## src/rtl/i2s_rx_deserializer.sv

```systemverilog
// I2S receive deserializer: oversamples BCLK/LRCLK/ADCDAT in the clk domain,
// captures DATA_SIZE MSB-first bits per slot and presents left/right pairs.
module i2s_rx_deserializer #(
  parameter int unsigned DATA_SIZE   = 24,
  parameter int unsigned SYNC_STAGES = 2
) (
  input  logic                 clk,
  input  logic                 rst,
  input  logic                 bclk,
  input  logic                 lrclk,
  input  logic                 adcdat,
  output logic [DATA_SIZE-1:0] out_left,
  output logic [DATA_SIZE-1:0] out_right,
  output logic                 out_ready,
  output logic                 frame_err,
  output logic [7:0]           err_count
);

  localparam int unsigned CNT_W = $clog2(DATA_SIZE + 1);

  typedef enum logic [1:0] {
    HUNT   = 2'd0,
    SHIFT  = 2'd1,
    COMMIT = 2'd2,
    PAD    = 2'd3
  } state_t;

  state_t state_q, state_nxt;

  logic [SYNC_STAGES-1:0] bclk_sync, lr_sync, dat_sync;
  logic                   bclk_s, lr_s, dat_s;
  logic                   bclk_d;
  logic                   lr_prev;
  logic                   sample_evt, boundary;

  logic [CNT_W-1:0]       cnt_q;
  logic [DATA_SIZE-1:0]   shift_q;
  logic [DATA_SIZE-1:0]   left_hold;
  logic                   left_valid;
  logic                   chan_q;

  logic                   shift_en, slot_start, commit, short_slot;

  // Equal-depth synchronizers keep the three codec lines mutually aligned
  always_ff @(posedge clk) begin
    if (rst) begin
      bclk_sync <= '0;
      lr_sync   <= '0;
      dat_sync  <= '0;
      bclk_d    <= 1'b0;
    end else begin
      bclk_sync <= {bclk_sync[SYNC_STAGES-2:0], bclk};
      lr_sync   <= {lr_sync[SYNC_STAGES-2:0], lrclk};
      dat_sync  <= {dat_sync[SYNC_STAGES-2:0], adcdat};
      bclk_d    <= bclk_s;
    end
  end

  assign bclk_s     = bclk_sync[SYNC_STAGES-1];
  assign lr_s       = lr_sync[SYNC_STAGES-1];
  assign dat_s      = dat_sync[SYNC_STAGES-1];
  assign sample_evt = bclk_s & ~bclk_d;
  assign boundary   = sample_evt & (lr_s != lr_prev);

  // State register
  always_ff @(posedge clk) begin
    if (rst) state_q <= HUNT;
    else     state_q <= state_nxt;
  end

  // Next-state and datapath control; the boundary bit itself is never shifted
  always_comb begin
    state_nxt  = state_q;
    shift_en   = 1'b0;
    slot_start = 1'b0;
    commit     = 1'b0;
    short_slot = 1'b0;
    case (state_q)
      HUNT: begin
        if (boundary && !lr_s) begin
          state_nxt  = SHIFT;
          slot_start = 1'b1;
        end
      end
      SHIFT: begin
        if (boundary) begin
          short_slot = 1'b1;
          slot_start = 1'b1;
        end else if (sample_evt) begin
          shift_en = 1'b1;
          if (cnt_q == CNT_W'(DATA_SIZE - 1)) state_nxt = COMMIT;
        end
      end
      COMMIT: begin
        commit    = 1'b1;
        state_nxt = PAD;
      end
      PAD: begin
        if (boundary) begin
          state_nxt  = SHIFT;
          slot_start = 1'b1;
        end
      end
      default: state_nxt = HUNT;
    endcase
  end

  // Shift register, slot bookkeeping, pairing and error counting
  always_ff @(posedge clk) begin
    if (rst) begin
      lr_prev    <= 1'b0;
      cnt_q      <= '0;
      shift_q    <= '0;
      left_hold  <= '0;
      left_valid <= 1'b0;
      chan_q     <= 1'b0;
      out_left   <= '0;
      out_right  <= '0;
      out_ready  <= 1'b0;
      frame_err  <= 1'b0;
      err_count  <= '0;
    end else begin
      out_ready <= 1'b0;
      frame_err <= 1'b0;
      if (sample_evt) lr_prev <= lr_s;
      if (slot_start) begin
        cnt_q  <= '0;
        chan_q <= lr_s;
      end
      if (shift_en) begin
        shift_q <= {shift_q[DATA_SIZE-2:0], dat_s};
        cnt_q   <= cnt_q + CNT_W'(1);
      end
      if (short_slot) begin
        frame_err  <= 1'b1;
        left_valid <= 1'b0;
        if (err_count != 8'hFF) err_count <= err_count + 8'd1;
      end
      if (commit) begin
        if (!chan_q) begin
          left_hold  <= shift_q;
          left_valid <= 1'b1;
        end else if (left_valid) begin
          out_left   <= left_hold;
          out_right  <= shift_q;
          out_ready  <= 1'b1;
          left_valid <= 1'b0;
        end
      end
    end
  end

endmodule

```

## config.mk

```make
export PLATFORM = sky130hd
export DESIGN_NAME = i2s_rx_deserializer
export DESIGN_NICKNAME = d
export VERILOG_FILES = /design/src/rtl/i2s_rx_deserializer.sv
export SDC_FILE = /design/constraint.sdc
export NUM_CORES = 1
export LEC_CHECK = 0
export CAP_MARGIN = 20
export CORE_MARGIN = 2
export CORE_UTILIZATION = 54
export DETAILED_ROUTE_END_ITERATION = 7
export PLACE_DENSITY = 0.79
export SYNTH_ARGS = -nofsm -noshare
export SYNTH_HDL_FRONTEND = slang
export SYNTH_SLANG_ARGS = --single-unit
```

## constraint.sdc

```tcl
create_clock -name clk -period 2 [get_ports clk]
set_clock_uncertainty 0.2 [all_clocks]
set_input_delay 0.2 -clock clk [delete_from_list [all_inputs] [get_ports clk]]
set_output_delay 0.2 -clock clk [all_outputs]
set_load 0.01 [all_outputs]
```

==> Flow_metrics.wiki, run 1 <==
{| class="wikitable"
! Metric !! Value
|-
| Min cycle time layout || between 1.5 and 2 ns
|-
| Total of flip-flops plus latches after synthesis || 123
|-
| Number of inserted diodes || 0
|-
| Clock root buffer master || sky130_fd_sc_hd__clkbuf_8
|-
| Startpoint types || register
|-
| Detail-routed via count per cell || 5.52
|-
| Top flip-flop cell by instance count after synthesis || sky130_fd_sc_hd__dfxtp_1
|-
| 1st-pass router iterations || 6
|-
| Min setup slack post-route || between 0.07 and 0.08 ns
|-
| Max IR drop VDD || approximately 0.89 mV
|-
| Launch point of the critical path || state_q[1]
|-
| Post-CTS setup buffers || 0
|-
| Die area || around 9400 um^2
|-
| Post-route DRC violation count || 0
|-
| Maximum buffer depth of the clock tree || 2
|-
| Most common library cell in the layout ignoring fill and taps || sky130_fd_sc_hd__nand2_1
|-
| Cell area after technology mapping || about 4600 um^2
|-
| Detailed-route wire length || 10,500 um
|-
| Inserted Clock Buffers || 17
|-
| ANT nets after route || 0
|-
| Crit share post-route || ~96%
|-
| Pwr/cell area || 952 nW/um^2
|-
| Largest stage delay on the critical path || 0.37 ns
|-
| Detail-routed net length per standard cell || ~14 um
|-
| Fmax || between 500 and 600 MHz
|-
| Post-synth net total || just under 600
|-
| Number of global-route vias before repair || 3,862
|-
| Master of the slowest instance on the critical path || sky130_fd_sc_hd__mux2_2
|-
| Endpoint kind of the worst setup timing path || register
|-
| Initial standard-cell utilization of the core || 56.0%
|-
| RSZ-0062 raised after global routing || yes
|-
| Core outline area || roughly 8300 um^2
|-
| Std cell rows || 33
|-
| Per-instance average area after synthesis || between 8 and 9 um^2
|-
| Worst-skew pair later-pin latency || about 0.51 ns
|-
| Initial antenna violation count || 0
|-
| TritonCTS clock tree || done
|-
| Fraction of layout instances using a drive strength above 1 || between 10% and 20%
|-
| Routability cong. || roughly 0.86
|-
| Final hold viol count || 0
|-
| Reg2reg start || state_q[1]
|-
| Fin nets || roughly 640
|-
| Gate Count Post-Synth || about 570
|-
| Largest net degree at the start of global routing || between 50 and 60
|-
| Congestion Overflow GR || 0
|-
| Share of flip-flops with an asynchronous set or reset || 0%
|-
| Port buffer count || between 60 and 70
|-
| Commonest non-fill, non-tap cells in the layout || 198 x sky130_fd_sc_hd__nand2_1, 120 x sky130_fd_sc_hd__dfxtp_1, 107 x sky130_fd_sc_hd__a21oi_1
|-
| Count of flip-flops with a built-in enable after synthesis || 0
|-
| Number of maximum-capacitance violations || 0
|-
| Peak fanout along the critical path || 9
|-
| Placed cells || between 700 and 800
|-
| Setup-failing EPs final || 0
|-
| Horizontal extent of the die || a little under 100 um
|-
| Portion of the post-synthesis area used by sequential elements || 53.0%
|-
| Vias || 4,078
|-
| Data arrival time at the worst-slack endpoint || between 2 and 2.5 ns
|-
| Fin cells || about 740
|-
| Yosys warning count || 0
|-
| Source of the worst hold timing path || lrclk
|-
| Worst setup slack after placement || -0.137 ns
|-
| Number of primary I/O pins || 63
|-
| Data required time of the worst path || around 2.2 ns
|-
| Worst-case headroom to the max-slew limit || between 50% and 60%
|-
| Reg clk slew, reported paths || 0.05 ns
|-
| Multi-input combinational cell area || 2030 um^2
|-
| Number of filler cells placed in the layout || 606
|-
| Number of design-rule violations left by the first detailed-router iteration || about 200
|-
| CTS H-Tree Depth || 4
|-
| Number of sinks handled by clock tree synthesis || around 120
|-
| Unique cell type count in the Yosys netlist || between 40 and 50
|-
| Layout overhead on the synthesized area || 28.8%
|-
| Result of the run || complete, no violations
|-
| Number of max-slew violations in the final report || 0
|-
| Chain of cells forming the critical path || inv_1 > ha_2 > nand3_4 > nor4_1 > mux2_2
|-
| Wire length of the first global-routing pass || between 15,000 and 20,000 um
|-
| Sum of net half-perimeters after detailed placement || about 6400 um
|-
| Combined global-route utilization of all metal layers || 22.8%
|-
| LEAKAGE || between 2 and 2.5 nW
|-
| Sequential cell area || approximately 2500 um^2
|-
| Worst setup path category || reg2reg
|-
| Final-layout setup total negative slack || 0 ns
|-
| Hold Crit Class || in2reg
|-
| Worst-margin pin slew || approximately 0.60 ns
|-
| Die Height || slightly below 100 um
|}
[flip-flops by register name, indices dropped and copies added (netlist names)]
register / count
chan_q: 1
out_left: 24
shift_q: 24
dat_sync: 2
lr_prev: 1
cnt_q: 5
bclk_d: 1
out_right: 24
state_q: 2
lr_sync: 2
left_hold: 24
frame_err: 1
bclk_sync: 2
out_ready: 1
left_valid: 1
err_count: 8
[through the flow]
| stage | util, % | hold WS (ns) | total power, mW | area (um^2) |
|---|---|---|---|---|
| floorplan | - | 0.128 | 2.67 | 4650 |
| global placement | 64.5 | 0.223 | 2.70 | 5360 |
| detailed placement | 64.5 | 0.230 | 2.71 | 5360 |
| CTS | 71.9 | 0.0326 | 5.72 | 5970 |
| global route | 72.2 | 0.0540 | 5.87 | 5990 |
| finish | 72.2 | 0.0454 | 5.70 | 5990 |
[final timing paths]
check,end,slack (ns),cells after the start
max,err_count[5],0.08,5
min,lr_sync[0],0.05,2
max reg2reg,err_count[5],0.08,5
min reg2reg,dat_sync[1],0.24,1
[synth_stat cells (2+ instances only)]
cell type                    n  area [um^2]
sky130_fd_sc_hd__nand2_1   198          743
sky130_fd_sc_hd__dfxtp_1   123         2460
sky130_fd_sc_hd__a21oi_1   107          536
sky130_fd_sc_hd__clkbuf_1   26         97.6
sky130_fd_sc_hd__nor2b_1    13         81.3
sky130_fd_sc_hd__nand2b_1    9         56.3
sky130_fd_sc_hd__nor2_1      9         33.8
sky130_fd_sc_hd__ha_1        7         87.6
sky130_fd_sc_hd__inv_1       7         26.3
sky130_fd_sc_hd__nand3_1     7         35.0
sky130_fd_sc_hd__o21ai_0     6         30.0
sky130_fd_sc_hd__buf_1       5         18.8
sky130_fd_sc_hd__buf_4       5         37.5
sky130_fd_sc_hd__a311oi_1    4         35.0
sky130_fd_sc_hd__or4_1       4         30.0
sky130_fd_sc_hd__mux2i_1     3         30.0
sky130_fd_sc_hd__o31ai_1     3         22.5
sky130_fd_sc_hd__a41oi_1     2         17.5
sky130_fd_sc_hd__mux2_2      2         22.5
sky130_fd_sc_hd__nand3b_1    2         15.0
sky130_fd_sc_hd__o21ba_2     2         20.0
[cell families after synthesis]
| group | synth area share [%] |
|---|---|
| AO/OA/AOI/OAI | 15.3 |
| XOR/XNOR | 0.781 |
| adder cells (fa/ha/maj) | 1.88 |
| buffers and inverters | 4.23 |
| flip-flops | 53.0 |
| multiplexers | 1.13 |
| AND/OR/NAND/NOR | 23.8 |
[timing repair]
action | 4_1_cts | 5_1_grt
hold buffers | 1 | 0
endpoints found under the setup margin | 9 | 37
hold endpoints to repair | 36 | 0
resized for setup | 3 | 7
cloned | 0 | 0
[area by class of cell]
| type | instances | area share, % |
|---|---|---|
| tap | 105 | 2.19 |
| clock buffer | 23 | 7.96 |
| timing repair buffer | 77 | 12.5 |
| clock inverter | 7 | 1.90 |
| multi-input combinational | 397 | 33.9 |
| sequential | 123 | 41.2 |
| inverter | 7 | 0.439 |
[power by group]
| part | switching, mW | internal [mW] |
|---|---|---|
| logic | 0.129 | 0.0716 |
| registers | 0.0124 | 2.47 |
| clock network | 1.01 | 2.01 |
[routing by layer]
| metal | global-route usage (%) | up-vias | part of all wire [%] |
|---|---|---|---|
| met5 | 0 | - | 0 |
| met4 | 8.78 | 0 | 1.5 |
| met3 | 5.85 | 18 | 6.1 |
| met2 | 37.7 | 162 | 49 |
| met1 | 28.5 | 1907 | 44 |
| li1 | - | 1991 | - |
[worst max-delay path: cells and delay by family, from the launching register on]
kind	cells	cell delay [ns]
and+or+nand+nor	2	0.47
buffers and inverters	1	0.09
adders and majority gates	1	0.33
muxes	1	0.37
DFF	1	0.34
No activity file was read; power rests on OpenSTA's default activity.
==> inputs of run 2 (changes only) <==
- SLEW_MARGIN: default -> 30
==> results of run 2 <==
Same layout as run 1: the final DEF is identical, and so are final timing and power.
==> inputs of run 3 (changes only) <==
- clock period: 2 -> 2.1 ns (I/O delays scaled with it)
==> Flow_metrics.wiki, run 3 (synthesis gave the netlist of run 1 again) <==
{| class="wikitable"
! Metric !! Value
|-
| Share of the core filled with cells in the final layout || 72.3%
|-
| Combined global-route utilization of all metal layers || between 20% and 30%
|-
| Worst-margin pin slew || between 0.5 and 0.6 ns
|-
| Wire length of the first global-routing pass || around 17,000 um
|-
| Data arrival time at the worst-slack endpoint || 2.18 ns
|-
| Max IR drop VDD || 0.516 mV
|-
| Post-route cell area || approximately 6000 um^2
|-
| Startpoint types || register
|-
| Endpoint kind of the worst setup timing path || register
|-
| Fin cells || between 700 and 800
|-
| Placed inst area || ~5400 um^2
|-
| Die area || 9370 um^2
|-
| Fin nets || around 630
|-
| Number of filler cells placed in the layout || 620
|-
| Pwr/cell area || a little over 900 nW/um^2
|-
| Horizontal extent of the die || 96.8 um
|-
| Port buffer count || 62
|-
| Congestion Overflow GR || 0
|-
| Final-layout setup total negative slack || 0 ns
|-
| Std cell rows || 33
|-
| Routability cong. || 0.825
|-
| Worst-case headroom to the max-slew limit || 63.2%
|-
| Core outline area || 8300 um^2
|-
| Initial antenna violation count || 0
|-
| Number of sinks handled by clock tree synthesis || between 100 and 150
|-
| Setup-failing EPs final || 0
|-
| Most common library cell in the layout ignoring fill and taps || sky130_fd_sc_hd__nand2_1
|-
| Reg clk slew, reported paths || roughly 0.060 ns
|-
| Post-CTS setup buffers || 0
|-
| Result of the run || complete, no violations
|-
| Min cycle time layout || ~2.0 ns
|-
| Detailed-route wire length || a little over 10,000 um
|-
| Number of primary I/O pins || 63
|-
| Number of inserted diodes || 0
|-
| Inserted Clock Buffers || 17
|-
| Maximum buffer depth of the clock tree || 2
|-
| Overall Power || 5.45 mW
|-
| Clock root buffer master || sky130_fd_sc_hd__clkbuf_8
|-
| Post-route DRC violation count || 0
|-
| Placed cells || 707
|-
| Initial standard-cell utilization of the core || between 50% and 60%
|-
| Layout overhead on the synthesized area || 29.0%
|-
| Peak fanout along the critical path || 10
|-
| Reg2reg start || lr_prev
|-
| Number of global-route vias before repair || 3,704
|-
| TritonCTS clock tree || done
|-
| Number of maximum-capacitance violations || 0
|-
| Fmax || 504 MHz
|-
| Worst setup path category || reg2reg
|-
| Final hold viol count || 0
|-
| Register-to-Register Path Depth || 4
|-
| Crit share post-route || approximately 95%
|-
| CTS H-Tree Depth || 4
|-
| Data required time of the worst path || roughly 2.3 ns
|-
| Source of the worst hold timing path || adcdat
|-
| LEAKAGE || approximately 2.0 nW
|-
| End point of the most critical hold path || dat_sync[0]
|-
| Capture point of the worst reg-to-reg path || err_count[5]
|-
| Die Height || 96.8 um
|-
| Detail-routed via count per cell || 5.37
|-
| Hold Crit Class || in2reg
|-
| 1st-pass router iterations || 4
|-
| Commonest non-fill, non-tap cells in the layout || 198 x sky130_fd_sc_hd__nand2_1, 122 x sky130_fd_sc_hd__dfxtp_1, 107 x sky130_fd_sc_hd__a21oi_1
|-
| Largest net degree at the start of global routing || 77
|-
| Vias || between 3,000 and 4,000
|-
| ANT nets after route || 0
|-
| Detail-routed net length per standard cell || around 14 um
|-
| Number of max-slew violations in the final report || 0
|-
| Number of cells on the worst hold path || 2
|-
| Worst-skew pair later-pin latency || ~0.51 ns
|-
| Sum of net half-perimeters after detailed placement || roughly 6300 um
|-
| Number of design-rule violations left by the first detailed-router iteration || 193
|-
| Worst reg-to-reg setup slack || 0.11 ns
|-
| Fraction of layout instances using a drive strength above 1 || under 10%
|-
| RSZ-0062 raised after global routing || yes
|}
run 3: cell count changes in the layout (fill, tap and decap cells not counted), sizes merged:
cell      delta
clkinv       -1
buf          -1
clkbuf       -2
inv          +1
clkinvlp     +3
run 3: cell type report:
class                           count  area (um^2)  area share [%]
Multi-Input combinational cell    397         2010            33.6
Inverter                            7         26.3           0.438
Tap cell                          105          131            2.19
Clock inverter                     10          140            2.34
Timing Repair Buffer               76          763            12.7
Sequential cell                   123         2460            41.1
Clock buffer                       21          459            7.66
run 3: power breakdown:
| part | internal (mW) | total, mW | switching [mW] | leakage (nW) |
|---|---|---|---|---|
| Sequential | 2.35 | 2.36 | 0.0117 | 0.992 |
| Combinational | 0.0662 | 0.185 | 0.119 | 0.733 |
| Clock | 1.90 | 2.91 | 1.01 | 0.286 |
| Total | 4.31 | 5.45 | 1.14 | 2.01 |
run 3: worst max-delay path by stage:
stage | start | to | slack [ns]
after floorplan | state_q[1] | cnt_q[4] | 0.29
after global placement | state_q[1] | err_count[5] | 0.16
after detailed placement | state_q[1] | err_count[5] | 0.02
after CTS | state_q[1] | err_count[5] | 0.0002
after global routing | state_q[1] | cnt_q[4] | 0.002
final | lr_prev | err_count[5] | 0.11
run 3: timing repair:
| item | 4_1_cts | 5_1_grt |
|---|---|---|
| hold endpoints to repair | 9 | 0 |
| endpoints found under the setup margin | 3 | 16 |
| cloned | 0 | 0 |
| hold buffers | 1 | 0 |
| resized for setup | 1 | 3 |
run 3: layer usage:
metal  vias to the layer above  GRT usage (%)  routed length, um
met5                         -              0                  0
li1                       1988              -                  -
met3                        16           5.78                508
met1                      1868           28.5               4580
met2                        98           36.7               5090
met4                         0           8.34                149
run 3: stage by stage:
stage               setup slack, ns  hold slack [ns]
floorplan                     0.294            0.138
global placement              0.157            0.223
detailed placement           0.0171            0.228
CTS                        0.000173           0.0374
global route                0.00157           0.0408
finish                        0.114           0.0543
run 3: worst max-delay path, cell delays in order, from the launching register on:
cell                      delay [ns]
sky130_fd_sc_hd__dfxtp_1        0.58
sky130_fd_sc_hd__xor2_4         0.24
sky130_fd_sc_hd__nand3_4        0.15
sky130_fd_sc_hd__nor4_1         0.33
sky130_fd_sc_hd__mux2_2         0.38
